## src/rtl/divider_unit.sv

```systemverilog
// divider_unit: multi-cycle radix-2 restoring divider for RV32M
// DIV/DIVU/REM/REMU.
// Optional build macro DIV_EARLY_OUT_EN: when defined, a divisor magnitude
// larger than the dividend magnitude, or a divisor magnitude of one, finishes
// at accept time instead of running all 32 iterations. Results are the same
// either way; only latency changes.
//
// state | meaning
// ------+---------------------------------------------------------------
// IDLE  | waiting for div_valid; operands and op sampled on accept
// CALC  | one restoring step per cycle, 32 steps; div_valid low aborts
// DONE  | result registered; ready pulses in the first cycle, leave when
//       | div_valid drops so the same request is not taken twice

`ifndef DIV_OP_WIDTH
`define DIV_OP_WIDTH 3
`endif
`ifndef DIV_OP_DIV
`define DIV_OP_DIV 3'b100
`endif
`ifndef DIV_OP_DIVU
`define DIV_OP_DIVU 3'b101
`endif
`ifndef DIV_OP_REM
`define DIV_OP_REM 3'b110
`endif
`ifndef DIV_OP_REMU
`define DIV_OP_REMU 3'b111
`endif

module divider_unit #(
  parameter int XLEN = 32
) (
  input  logic                     clk,
  input  logic                     reset,
  input  logic [XLEN-1:0]          dividend,
  input  logic [XLEN-1:0]          divisor,
  input  logic [`DIV_OP_WIDTH-1:0] DIVop,
  input  logic                     div_valid,
  output logic                     div_ready,
  output logic [XLEN-1:0]          div_result,
  output logic                     div_busy
);

  localparam logic [1:0] IDLE = 2'd0;
  localparam logic [1:0] CALC = 2'd1;
  localparam logic [1:0] DONE = 2'd2;

  localparam logic [XLEN-1:0] ALL_ONES = {XLEN{1'b1}};
  localparam logic [XLEN-1:0] MIN_NEG  = {1'b1, {(XLEN-1){1'b0}}};
  localparam logic [XLEN-1:0] ONE      = {{(XLEN-1){1'b0}}, 1'b1};

  logic [1:0]      state;
  logic [4:0]      cnt;
  logic [XLEN-1:0] dvd;
  logic [XLEN-1:0] dsr;
  logic [XLEN-1:0] rem;
  logic [XLEN-1:0] quo;
  logic            q_neg;
  logic            r_neg;
  logic            is_rem;

  logic            op_signed;
  logic            op_rem;
  logic            a_neg;
  logic            b_neg;
  logic [XLEN-1:0] a_mag;
  logic [XLEN-1:0] b_mag;
  logic            fast;
  logic [XLEN-1:0] fast_q;
  logic [XLEN-1:0] fast_r;
  logic [XLEN-1:0] fast_result;

  logic [XLEN:0]   r_shift;
  logic [XLEN:0]   r_diff;
  logic            q_bit;
  logic [XLEN-1:0] rem_next;
  logic [XLEN-1:0] quo_next;
  logic [XLEN-1:0] q_fin;
  logic [XLEN-1:0] r_fin;

  assign div_busy = (state != IDLE);

  // Op decode; unknown encodings fall through as DIVU.
  always_comb begin
    op_signed = 1'b0;
    op_rem    = 1'b0;
    case (DIVop)
      `DIV_OP_DIV:  op_signed = 1'b1;
      `DIV_OP_REM:  begin op_signed = 1'b1; op_rem = 1'b1; end
      `DIV_OP_REMU: op_rem = 1'b1;
      default:      ;
    endcase
  end

  assign a_neg = op_signed & dividend[XLEN-1];
  assign b_neg = op_signed & divisor[XLEN-1];
  assign a_mag = a_neg ? -dividend : dividend;
  assign b_mag = b_neg ? -divisor  : divisor;

  // Cases resolved at accept time without iterating.
  always_comb begin
    fast   = 1'b0;
    fast_q = '0;
    fast_r = '0;
    if (divisor == '0) begin
      fast   = 1'b1;
      fast_q = ALL_ONES;
      fast_r = dividend;
    end else if (op_signed && dividend == MIN_NEG && divisor == ALL_ONES) begin
      fast   = 1'b1;
      fast_q = MIN_NEG;
      fast_r = '0;
    end
`ifdef DIV_EARLY_OUT_EN
    else if (b_mag > a_mag) begin
      fast   = 1'b1;
      fast_q = '0;
      fast_r = dividend;
    end else if (b_mag == ONE) begin
      fast   = 1'b1;
      fast_q = (a_neg ^ b_neg) ? -a_mag : a_mag;
      fast_r = '0;
    end
`endif
  end

  assign fast_result = op_rem ? fast_r : fast_q;

  // One restoring step: shift in the next dividend bit, subtract if it fits.
  assign r_shift  = {rem, dvd[XLEN-1]};
  assign r_diff   = r_shift - {1'b0, dsr};
  assign q_bit    = ~r_diff[XLEN];
  assign rem_next = q_bit ? r_diff[XLEN-1:0] : r_shift[XLEN-1:0];
  assign quo_next = {quo[XLEN-2:0], q_bit};
  assign q_fin    = q_neg ? -quo_next : quo_next;
  assign r_fin    = r_neg ? -rem_next : rem_next;

  // Control FSM and datapath registers.
  always_ff @(posedge clk or posedge reset) begin
    if (reset) begin
      state      <= IDLE;
      cnt        <= '0;
      dvd        <= '0;
      dsr        <= '0;
      rem        <= '0;
      quo        <= '0;
      q_neg      <= 1'b0;
      r_neg      <= 1'b0;
      is_rem     <= 1'b0;
      div_result <= '0;
      div_ready  <= 1'b0;
    end else begin
      div_ready <= 1'b0;
      case (state)
        IDLE: begin
          if (div_valid) begin
            dvd    <= a_mag;
            dsr    <= b_mag;
            rem    <= '0;
            quo    <= '0;
            cnt    <= '0;
            q_neg  <= a_neg ^ b_neg;
            r_neg  <= a_neg;
            is_rem <= op_rem;
            if (fast) begin
              div_result <= fast_result;
              div_ready  <= 1'b1;
              state      <= DONE;
            end else begin
              state <= CALC;
            end
          end
        end
        CALC: begin
          if (!div_valid) begin
            state <= IDLE;
          end else begin
            dvd <= {dvd[XLEN-2:0], 1'b0};
            rem <= rem_next;
            quo <= quo_next;
            cnt <= cnt + 5'd1;
            if (cnt == 5'd31) begin
              div_result <= is_rem ? r_fin : q_fin;
              div_ready  <= 1'b1;
              state      <= DONE;
            end
          end
        end
        DONE: begin
          if (!div_valid) state <= IDLE;
        end
        default: state <= IDLE;
      endcase
    end
  end

endmodule

```

## config.mk

```make
export PLATFORM = sky130hd
export DESIGN_NAME = divider_unit
export DESIGN_NICKNAME = d
export VERILOG_FILES = /design/src/rtl/divider_unit.sv
export SDC_FILE = /design/constraint.sdc
export NUM_CORES = 1
export LEC_CHECK = 0
export BUFFER_PORTS_ARGS = -buffer_cell sky130_fd_sc_hd__buf_4
export CORE_UTILIZATION = 30
export DETAILED_ROUTE_END_ITERATION = 12
export MAX_ROUTING_LAYER = met4
export SYNTH_ARGS = -nofsm -noshare
export SYNTH_HDL_FRONTEND = slang
export SYNTH_SLANG_ARGS = --single-unit
```

## constraint.sdc

```tcl
create_clock -name clk -period 4.7 [get_ports clk]
set_clock_uncertainty 0.15 [all_clocks]
set_input_delay 0 -clock clk [delete_from_list [all_inputs] [get_ports clk]]
set_output_delay 0 -clock clk [all_outputs]
set_load 0.02 [all_outputs]
```

# Yosys cells after proc, flatten, opt, wreduce, memory -nomap -nowiden
# Cells that the tools add are included.
dict set report op_classes {
  n_reduce_logical 12
  n_addsub 6
  bitwise_logic 4
  mux 41
  n_eq_ne 14
}
# cell count
set ops {}
lappend ops {{$mux 32} 18}
lappend ops {{$pmux 32 s2} 3}
lappend ops {{$neg 32->32} 4}
lappend ops {{$eq 32x32->1 const B} 2}
lappend ops {{$pmux 31 s2} 1}
lappend ops {{$sub 33x32->33} 1}
lappend ops {{$logic_not 32->1} 1}
lappend ops {{$mux 31} 1}
lappend ops {{$mux 2} 5}
lappend ops {{$mux 5} 2}
lappend ops {{$ne 2x2->1 const B} 5}
lappend ops {{$pmux 5 s2} 1}
lappend ops {{$eq 3x3->1 const B} 3}
lappend ops {{$mux 1} 8}
lappend ops {{$pmux 2 s3} 1}
lappend ops {{$reduce_and 3->1} 2}
lappend ops {{$add 5x1->5 const B} 1}
lappend ops {{$eq 5x5->1 const B} 1}
lappend ops {{$reduce_and 5->1} 1}
lappend ops {{$reduce_bool 2->1} 2}
lappend ops {{$reduce_or 2->1} 2}
lappend ops {{$ne 3x3->1 const B} 1}
lappend ops {{$and 1x1->1} 2}
lappend ops {{$eq 2x1->1 const B} 1}
lappend ops {{other kinds (7)} 8}
dict set report totals {
  wordCells 88
  register_bits 170
  in_bits 70
}

# Logic depth before layout (Yosys ltp)
# Gate-level depths: netlist of run 1.
dict set report depth {
  depth_word 11
  ltp_mapped 22
  ltp_nobuf 20
}

# Worst setup path after synthesis of run 1
# OpenSTA, ideal clock, no wires.
dict set report synth_path {
  path_kind {flip-flop to flip-flop}
  from {register dvd[31]}
  to {register div_result[30]}
  period_less_slack_ps 4441
  t_arrival_ps 4158
  setup_slack_ps 259
  stages_incl_launch_ff 22
  path_cell_list {dfrtp_1 -> inv_1 -> ha_1 -> fa_1 -> nand2b_1 -> a21oi_2 -> o21ai_4 -> o211ai_2 -> a31oi_4 -> xnor2_4 -> inv_4 -> buf_4 -> clkbuf_1 -> ha_1 -> nand3_1 -> nand2b_1 -> or2_1 -> o31ai_1 -> xor2_1 -> o21ai_1 -> a221oi_1 -> nand3_1}
}
dict set report synth_between {
  elab_chain_cells 8
}
# element line
set synth_lines {}
lappend synth_lines {{from (decl)} 55} ;# logic [XLEN-1:0] dvd;
lappend synth_lines {{from (signal assigned)} 158} ;# dvd <= a_mag;
lappend synth_lines {{from (signal assigned)} 179} ;# dvd <= {dvd[XLEN-2:0], 1'b0};
lappend synth_lines {{$sub 33x32->33} 132} ;# assign r_diff = r_shift - {1'b0, dsr};
lappend synth_lines {{$mux 32 / $not 1->1 (equally long branches)} {134, 133}}
lappend synth_lines {{$neg 32->32 (on tied branches)} {137, 136}}
lappend synth_lines {{$mux 32 (on tied branches)} {137, 136}}
lappend synth_lines {{$mux 32 (*)} 184} ;# div_result <= is_rem ? r_fin : q_fin;
lappend synth_lines {{$mux 32 (*)} 183} ;# if (cnt == 5'd31) begin
lappend synth_lines {{$mux 32 (*)} 176} ;# if (!div_valid) begin
lappend synth_lines {{$pmux 32 s2 (*)} 155} ;# case (state)
lappend synth_lines {{to (signal assigned)} 167} ;# div_result <= fast_result;
lappend synth_lines {{to (signal assigned)} 184}
lappend synth_lines {{to (decl)} 41} ;# output logic [XLEN-1:0] div_result,
# Every way passes the cells marked *; elsewhere a longest branch is shown, timed or not. The select of a mux whose other input is x is not followed.
# A chain may end at the register's enable or synchronous reset.

# Worst setup path after layout of run 1
dict set report layout_path {
  from {register dvd[31]}
  to {register div_result[31]}
}
# Same word-level chain as after synthesis.

==> flow_summary.yaml, run 1 <==
setup_path:
  worstPathRequired_ns: 4.93
  slowest_stage: "buf_4"
  cp_slowest_stage_delay_ns: 0.62
  crit_arrival_ns: 4.69
  worstPathBufferInverterCount: 2
  crit_chain: "inv_1 -> ha_1 -> fa_1 -> nand2b_1 -> a21oi_4 -> o21ai_4 -> o211ai_2 -> a31oi_4 -> xnor2_4 -> buf_4 -> mux2i_2 -> nand3_1 -> or4_1 -> nand3_1"
  crit_top_cell: "nand3_1"
  critPathMaxFanout: 54
  crit_type: "reg2reg"
  crit_family: "simple AND/OR/NAND/NOR gates"
  setup.worst_path.end_class: "register"
  worstSetupStartpointType: "register"
placement:
  io_buffers: 103
  dp_slack_ns: 0.267
  gp_congestion: 0.885
  hpwl_um: 30900
clock_tree:
  clk_pin_slew_worst_paths_ns: 0.08
  cts.sinks: 170
  cts_tree: "done"
  htree_levels: 4
  insertion_delay_ns: 0.45
  numCtsBuffers: 17
  root_buffer: "clkbuf_16"
  cts_buffer_depth: 2
routing:
  vias: 12600
  wire_per_inst_um: 17.8
  ant_nets: 0
  totalWireLength_um: 42000
  drc: 0
  vias_per_cell: 5.36
  initialDrtViolationCount: 857
  first_pass_iters: 5
synthesis:
  synth-xor-area-share_pct: 8.89
  synth_area_um2: 12900
  synth_top_family_by_area: "simple AND/OR/NAND/NOR gates"
  synthFlopType: "dfrtp_1"
  ys_seq_area_share_pct: 32.9
  yosys.area_share.simple_pct: 23.4
  synth_compound_area_share_pct: 23.2
  synth_edf_count: 0
  synth_top_area_cell: "dfrtp_1"
  syn_avg_cell_area_um2: 7.80
  synth_most_common_cell: "nand2_1"
  synth-seq-cells: 170
  synth_fp_nets: 1766
  async_flop_share_pct: 100
  ys_warn_count: 0
  synth-adder-area-share_pct: 3.93
  synth_area_leaders: "dfrtp_1 (33%), nand2_1 (7.6%), o21ai_0 (7.2%)"
  synth_common_cells: "nand2_1 (263), o21ai_0 (185), dfrtp_1 (170), nor2_1 (134), a21oi_1 (118)"
  synth.distinct_cells: 92
  synth_mux_area_share_pct: 3.03
  syn_inst: 1656
  synth_top_area_share_pct: 32.9
timing:
  drv_slew: 0
  layout_min_cycle_time_ns: 4.46
  hold_viol_final: 0
  tns_ns: 0
  maxSlewHeadroom_pct: 30.1
  finalWorstSetupSlack_ns: 0.243
  finalSetupViolations: 0
  rsz0062_at_grt: "no"
  tightest_slew_ns: 1.05
  fin_crit_sh_pct: 94.8
  fmax_mhz: 224
power:
  leakage_uw: 0.00675
  p_per_area_nw_per_um2: 466
  ir_drop_mv: 0.276
floorplan:
  core_um2: 42200
  fp.dieH_um: 209
  pin_count: 104
  fp-row-count: 75
  dieWidth_um: 209
  start_util_pct: 30.6
  die-area_um2: 43900
grt:
  grtUsageTotal_pct: 19.7
  grt_overflow: 0
  antenna_found_initial: 0
  grt_pass1_vias: 12300
  grt_pass1_wl_um: 66300
  grt_max_degree: 171
min_path:
  hold_path_class: "in2reg"
job:
  drv_cap: 0
final_layout:
  fin_util_pct: 37.3
  antennaDiodeCount: 0
  fillCellCount: 4432
  drive_gt1_share_pct: 11.7
  final_nets: 1914
  area_delta_synth_final_pct: 21.9
status:
  outcome: "finished, final reports clean"
through the flow:
step / cell area [µm²] / hold WS, ns / power, µW / std cells
after floorplan: 12900 / -0.0214 / 4650 / 1656
after global placement: 14200 / 0.127 / 5670 / 2239
after detailed placement: 14200 / 0.130 / 5700 / 2239
after CTS: 15700 / 0.0314 / 7340 / 2356
after global routing: 15700 / 0.0825 / 7820 / 2356
final: 15700 / 0.0527 / 7340 / 2356
layout make-up:
cell class	count	area [µm²]	area share, %
tap	539	674	4.28
multi-input combinational	1336	8090	51.4
timing repair buffer	217	1850	11.8
clock inverter	13	183	1.16
clock buffer	19	443	2.81
sequential	170	4260	27.0
inverter	62	243	1.54
sequential cells by signal, summed over array words and instances, names as in the netlist:
name        count
dsr            32
q_neg           1
rem            32
dvd            32
cnt             5
div_ready       1
is_rem          1
state           2
r_neg           1
quo            31
div_result     32
worst min-delay path, cell delays in order:
cell and delay, ns:
buf_4 0.09, nand3b_1 0.07, buf_4 0.24, nand2_1 0.11
a31oi_1 0.08
kinds of logic (layout without fill, tap and decap cells):
family,Yosys count,count (layout)
buf+inv,150,311
simple gates,642,642
xor+xnor,129,129
flops,170,170
fa+ha+maj,40,40
compound gates,487,487
mux,38,38
per-layer routing:
metal  up-vias  part of all wire [%]  global-route usage, %
met5         -                     0                      -
met4         0                   3.0                   6.75
met3        76                   4.1                   3.08
met2       257                    50                   34.0
met1      6112                    42                   23.2
li1       6181                     -                      -
power breakdown:
group | switching, µW | internal [µW]
Sequential | 196 | 1640
Combinational | 2470 | 1490
Clock | 673 | 869
cells in the final DEF, fill, tap and decap left out, drive strengths merged, types with 6 or more instances in the layout:
cell / Yosys / layout
o21ai: 197 / 197
a31oi: 18 / 18
mux2: 6 / 6
a21oi: 123 / 123
and3: 11 / 11
inv: 60 / 65
and2: 11 / 11
nand3: 56 / 56
o41ai: 6 / 6
or4: 13 / 13
o31ai: 25 / 25
xnor2: 73 / 73
dfrtp: 170 / 170
nor2b: 9 / 9
nand2: 264 / 264
o211ai: 22 / 22
clkbuf: 70 / 19
a21boi: 10 / 10
or3: 20 / 20
buf: 18 / 132
nor3: 40 / 40
dlygate4sd3: 0 / 85
ha: 39 / 39
nand4: 21 / 21
o221ai: 13 / 13
mux2i: 32 / 32
a21o: 13 / 13
nor4: 16 / 16
o22ai: 9 / 9
or2: 10 / 10
nand2b: 17 / 17
nor2: 135 / 135
a211oi: 8 / 8
xor2: 56 / 56
timing repair:
item,CTS,global route
setup endpoints to repair,0,2
hold buffers,85,0
hold endpoints to repair,281,0
resized for setup,0,5
setup buffers,0,0
final timing paths:
| check | startpoint | end | slack (ns) | depth (start not counted) |
|---|---|---|---|---|
| setup / recovery | dvd[31]$_DFFE_PP0P_ | div_result[31]$_DFFE_PP0P_ | 0.24 | 14 |
| hold / removal | DIVop[2] | dvd[1]$_DFFE_PP0P_ | 0.05 | 5 |
| setup reg to reg | dvd[31]$_DFFE_PP0P_ | div_result[31]$_DFFE_PP0P_ | 0.24 | 14 |
| hold reg to reg | dsr[22]$_DFFE_PP0P_ | dsr[22]$_DFFE_PP0P_ | 0.33 | 2 |
| max in group asynchronous | reset | dsr[11]$_DFFE_PP0P_ | 3.41 | 4 |
| min in group asynchronous | reset | dvd[20]$_DFFE_PP0P_ | 0.16 | 4 |
Note: power is estimated with default switching activity, not from simulation.
==> run 2, diff against run 1 <==
--- a/config.mk
+++ b/config.mk
@@ -6,7 +6,7 @@
 export NUM_CORES = 1
 export LEC_CHECK = 0
 export BUFFER_PORTS_ARGS = -buffer_cell sky130_fd_sc_hd__buf_4
-export CORE_UTILIZATION = 30
+export CORE_UTILIZATION = 44
 export DETAILED_ROUTE_END_ITERATION = 12
 export MAX_ROUTING_LAYER = met4
 export SYNTH_ARGS = -nofsm -noshare
==> flow_summary.yaml, run 2 (synthesized netlist as in run 1, its figures left out) <==
final_layout:
  final_common_cell: "nand2_1"
  final_nets: 1916
  final_cell_mix: "nand2_1 (262), o21ai_0 (185), dfrtp_1 (169), nor2_1 (134), buf_4 (126)"
  drive_gt1_share_pct: 11.4
  antennaDiodeCount: 0
  area_delta_synth_final_pct: 20.3
clock_tree:
  root_buffer: "clkbuf_16"
  insertion_delay_ns: 0.45
  cts_tree: "done"
  htree_levels: 4
  cts_buffer_depth: 2
  cts.sinks: 170
  numCtsBuffers: 17
  clk_pin_slew_worst_paths_ns: 0.07
timing:
  fmax_mhz: 227
  maxSlewHeadroom_pct: 31.6
  fin_crit_sh_pct: 93.7
  rsz0062_at_grt: "yes"
  hold_viol_final: 0
  finalSetupViolations: 0
  tns_ns: 0
  layout_min_cycle_time_ns: 4.40
  drv_slew: 0
  tightest_slew_ns: 1.03
power:
  ir_drop_mv: 0.270
  p_per_area_nw_per_um2: 467
  finalPower_uw: 7250
  leakage_uw: 0.00673
setup_path:
  worstSetupStartpointType: "register"
  crit_type: "reg2reg"
  critPathMaxFanout: 13
  rrSetupSlack_ns: 0.30
  crit_arrival_ns: 4.59
  worstRegToRegCells: 19
  setup.worst_path.end_class: "register"
  cp-endpoint: "div_result[14]$_DFFE_PP0P_"
  reg2reg_to: "div_result[14]$_DFFE_PP0P_"
  worstPathRequired_ns: 4.88
  critPathLaunch: "dvd[31]$_DFFE_PP0P_"
  regToRegStartpoint: "dvd[31]$_DFFE_PP0P_"
floorplan:
  fp.dieH_um: 173
  fp-row-count: 62
  die-area_um2: 30000
  dieWidth_um: 173
  core_um2: 28800
  start_util_pct: 44.9
  pin_count: 104
grt:
  grtUsageTotal_pct: 29.2
  grt_pass1_vias: 12000
  top_usage_layer: "met2"
  grtUsageMet3_pct: 4.52
  grt_pass1_wl_um: 67400
  grt_max_degree: 170
  antenna_found_initial: 0
  grt_overflow: 0
  grt_use_met1_pct: 39.9
  met2_usage_pct: 45.3
job:
  drv_cap: 0
placement:
  gp_congestion: 0.916
  hpwl_um: 30400
  io_buffers: 103
routing:
  drc: 0
  wire_per_inst_um: 18.9
  ant_nets: 0
  vias_per_cell: 5.77
  vias: 12700
  initialDrtViolationCount: 1051
  totalWireLength_um: 41700
  first_pass_iters: 6
min_path:
  hold_path_class: "in2reg"
status:
  outcome: "finished, final reports clean"
## run 2: what timing repair did
item / CTS / global route
endpoints found under the setup margin: 0 / 3
hold endpoints to repair: 267 / 0
resized for setup: 0 / 5
buffers inserted: 0 / 0
hold buffers: 91 / 0
## run 2: worst min path at each step
stage                         start  cells past startpoint                    to
after floorplan           div_valid                      1  state[1]$_DFFE_PP0P_
after global placement        reset                      2   dsr[28]$_DFFE_PP0P_
after detailed placement      reset                      2   dsr[28]$_DFFE_PP0P_
after CTS                  DIVop[2]                      5    dvd[1]$_DFFE_PP0P_
after global routing       DIVop[2]                      5    dvd[1]$_DFFE_PP0P_
final                      DIVop[2]                      5    dvd[1]$_DFFE_PP0P_
## run 2: per-layer routing
metal  part of all wire (%)  up-vias  wire (µm)
met4                    1.8        0        752
met1                     46     6098      19300
met5                      0        -          0
met3                    5.5       47       2310
met2                     46      356      19300
li1                       -     6212          -
## run 2: worst max-delay path, stage by stage (launching register included)
cell      delay [ns]
dfrtp_1         0.37
inv_1           0.08
ha_1            0.22
fa_1            0.39
nand2b_1        0.21
a21oi_4         0.20
o21ai_4         0.13
o211ai_2        0.22
a31oi_4         0.14
xnor2_4         0.22
inv_4           0.12
a21oi_1         0.28
ha_1            0.26
nand3_1         0.15
nor2_1          0.14
mux2i_1         0.14
nor3_1          0.27
mux2i_1         0.21
o21ai_0         0.09
mux2_2          0.28
## run 2: layout make-up
type / instances / area [µm²]
clock buffers: 18 / 429
multi-input cells: 1336 / 8100
fillers: 2800 / 13200
inverters: 62 / 240
well taps: 384 / 480
flip-flops and latches: 170 / 4260
clock inverters: 14 / 135
repair buffers: 219 / 1900
## run 2: report_power, final
part / switching (µW) / internal (µW)
Sequential: 196 / 1640
Clock: 673 / 742
Combinational: 2490 / 1510
## run 2: stage by stage
stage	worst slack (ns)	hold WS, ns	util [%]	instances	area, µm²
6_report	0.296	0.0627	54.0	2203	15500
3_3_place_gp	0.338	-0.264	48.8	2080	14000
3_5_place_dp	0.221	-0.264	48.8	2080	14000
5_1_grt	0.0128	0.0911	54.0	2203	15500
4_1_cts	0.193	0.0358	53.9	2203	15500
2_1_floorplan	0.259	-0.0214	-	1656	12900
==> run 3, diff against run 2 <==
--- a/config.mk
+++ b/config.mk
@@ -9,6 +9,7 @@
 export CORE_UTILIZATION = 44
 export DETAILED_ROUTE_END_ITERATION = 12
 export MAX_ROUTING_LAYER = met4
+export PLACE_DENSITY_LB_ADDON = 0.05
 export SYNTH_ARGS = -nofsm -noshare
 export SYNTH_HDL_FRONTEND = slang
 export SYNTH_SLANG_ARGS = --single-unit
==> flow_summary.yaml, run 3 (synthesized netlist as in run 1, its figures left out) <==
clock_tree:
  cts_tree: "done"
  numCtsBuffers: 17
  htree_levels: 4
  post-cts-setup-buffer-count: 0
  insertion_delay_ns: 0.45
  root_buffer: "clkbuf_16"
  clk_pin_slew_worst_paths_ns: 0.07
  cts_buffer_depth: 2
  cts.sinks: 170
floorplan:
  fp-row-count: 62
  core_um2: 28800
  fp.dieH_um: 173
  pin_count: 104
  die-area_um2: 30000
  dieWidth_um: 173
  start_util_pct: 44.9
final_layout:
  fillCellCount: 2837
  final_cell_mix: "nand2_1 (262), o21ai_0 (185), dfrtp_1 (169), nor2_1 (134), buf_4 (128)"
  final_nets: 1915
  drive_gt1_share_pct: 11.7
  area_delta_synth_final_pct: 20.4
  multiInputGateArea_um2: 8100
  seqCellArea_um2: 4260
  final_common_cell: "nand2_1"
  antennaDiodeCount: 0
setup_path:
  worstSetupStartpointType: "register"
  worstRegToRegCells: 19
  worstPathRequired_ns: 4.87
  setup.worst_path.end_class: "register"
  rrSetupSlack_ns: 0.34
  crit_arrival_ns: 4.54
  reg2reg_to: "div_result[30]$_DFFE_PP0P_"
  regToRegStartpoint: "dvd[31]$_DFFE_PP0P_"
  critPathMaxFanout: 12
  crit_type: "reg2reg"
power:
  p_per_area_nw_per_um2: 475
  leakage_uw: 0.00673
  ir_drop_mv: 0.321
grt:
  grt_max_degree: 122
  antenna_found_initial: 0
  grt_overflow: 0
  grt_pass1_wl_um: 68600
  grt_pass1_vias: 12100
  grtUsageTotal_pct: 29.9
routing:
  totalWireLength_um: 42700
  initialDrtViolationCount: 1078
  drc: 0
  first_pass_iters: 6
  wire_per_inst_um: 19.4
  vias: 12700
  vias_per_cell: 5.77
  ant_nets: 0
timing:
  tns_ns: 0
  fmax_mhz: 229
  maxSlewHeadroom_pct: 25.5
  fin_crit_sh_pct: 92.8
  hold_viol_final: 0
  finalWorstSetupSlack_ns: 0.336
  drv_slew: 0
  finalSetupViolations: 0
  rsz0062_at_grt: "no"
  tightest_slew_ns: 1.12
  layout_min_cycle_time_ns: 4.36
placement:
  hpwl_um: 31800
  gp_congestion: 0.920
  dp_slack_ns: 0.252
  io_buffers: 103
min_path:
  hold_path_class: "in2async"
status:
  outcome: "finished, final reports clean"
job:
  drv_cap: 0
run 3: cell count changes in the layout (fill, tap and decap cells not counted), moves of 2 or more:
cell           delta
dlygate4sd3_1     -3
a21oi_2           +2
clkinv_4          +2
inv_6             -4
buf_4             +2
bufinv_16         +2
run 3: worst max-delay path by stage:
stage | from | endpoint | slack [ns] | cells after the start
floorplan | dvd[31]$_DFFE_PP0P_ | div_result[30]$_DFFE_PP0P_ | 0.26 | 21
global placement | dvd[31]$_DFFE_PP0P_ | div_result[30]$_DFFE_PP0P_ | 0.34 | 19
detailed placement | dvd[31]$_DFFE_PP0P_ | div_result[30]$_DFFE_PP0P_ | 0.25 | 19
CTS | dvd[31]$_DFFE_PP0P_ | div_result[24]$_DFFE_PP0P_ | 0.21 | 19
global route | dvd[31]$_DFFE_PP0P_ | div_result[30]$_DFFE_PP0P_ | 0.02 | 19
finish | dvd[31]$_DFFE_PP0P_ | div_result[30]$_DFFE_PP0P_ | 0.34 | 19
run 3: layout make-up:
class / instances / share of cell area (%)
Timing Repair Buffer: 218 / 12.0
Clock inverter: 13 / 1.09
Multi-Input combinational cell: 1336 / 52.1
Tap cell: 384 / 3.09
Clock buffer: 18 / 2.82
Inverter: 62 / 1.54
Sequential cell: 170 / 27.4
run 3: timing repair:
item | in CTS | in global routing
hold buffers | 88 | 0
endpoints found under the setup margin | 0 | 11
hold endpoints to repair | 268 | 0
gates resized for setup | 0 | 8
run 3: worst max-delay path: stages (launching register included):
cell	delay [ns]
dfrtp_1	0.37
inv_1	0.08
ha_1	0.22
fa_1	0.39
nand2b_1	0.19
a21oi_2	0.24
o21ai_4	0.13
o211ai_2	0.23
a31oi_4	0.14
xnor2_4	0.17
inv_4	0.15
ha_1	0.21
nand3_1	0.17
nand2b_4	0.23
or2_1	0.30
o31ai_2	0.26
xor2_1	0.19
o21ai_1	0.08
a221oi_1	0.23
nand3_1	0.10
run 3: report_power, final:
| part | total [µW] | switching (µW) | internal [µW] |
|---|---|---|---|
| sequential | 1840 | 201 | 1640 |
| clock | 1510 | 657 | 852 |
| combinational | 4040 | 2510 | 1530 |
run 3: metal layers:
metal | GRT usage [%] | part of all wire, % | up-vias
met1 | 40.6 | 47 | 6112
met5 | - | 0 | -
li1 | - | - | 6197
met3 | 5.68 | 6.3 | 46
met2 | 45.4 | 45 | 355
met4 | 8.04 | 2.1 | 0
run 3: per-stage QoR:
stage	std cells	util, %	total power (µW)	cell area (µm²)	hold WS, ns
6_report	2201	54.0	7390	15600	0.0787
2_1_floorplan	1656	-	4650	12900	-0.0214
3_3_place_gp	2082	48.8	5740	14000	0.110
3_5_place_dp	2082	48.8	5750	14000	0.107
4_1_cts	2201	53.9	7340	15500	0.187
5_1_grt	2201	54.0	7900	15600	0.223
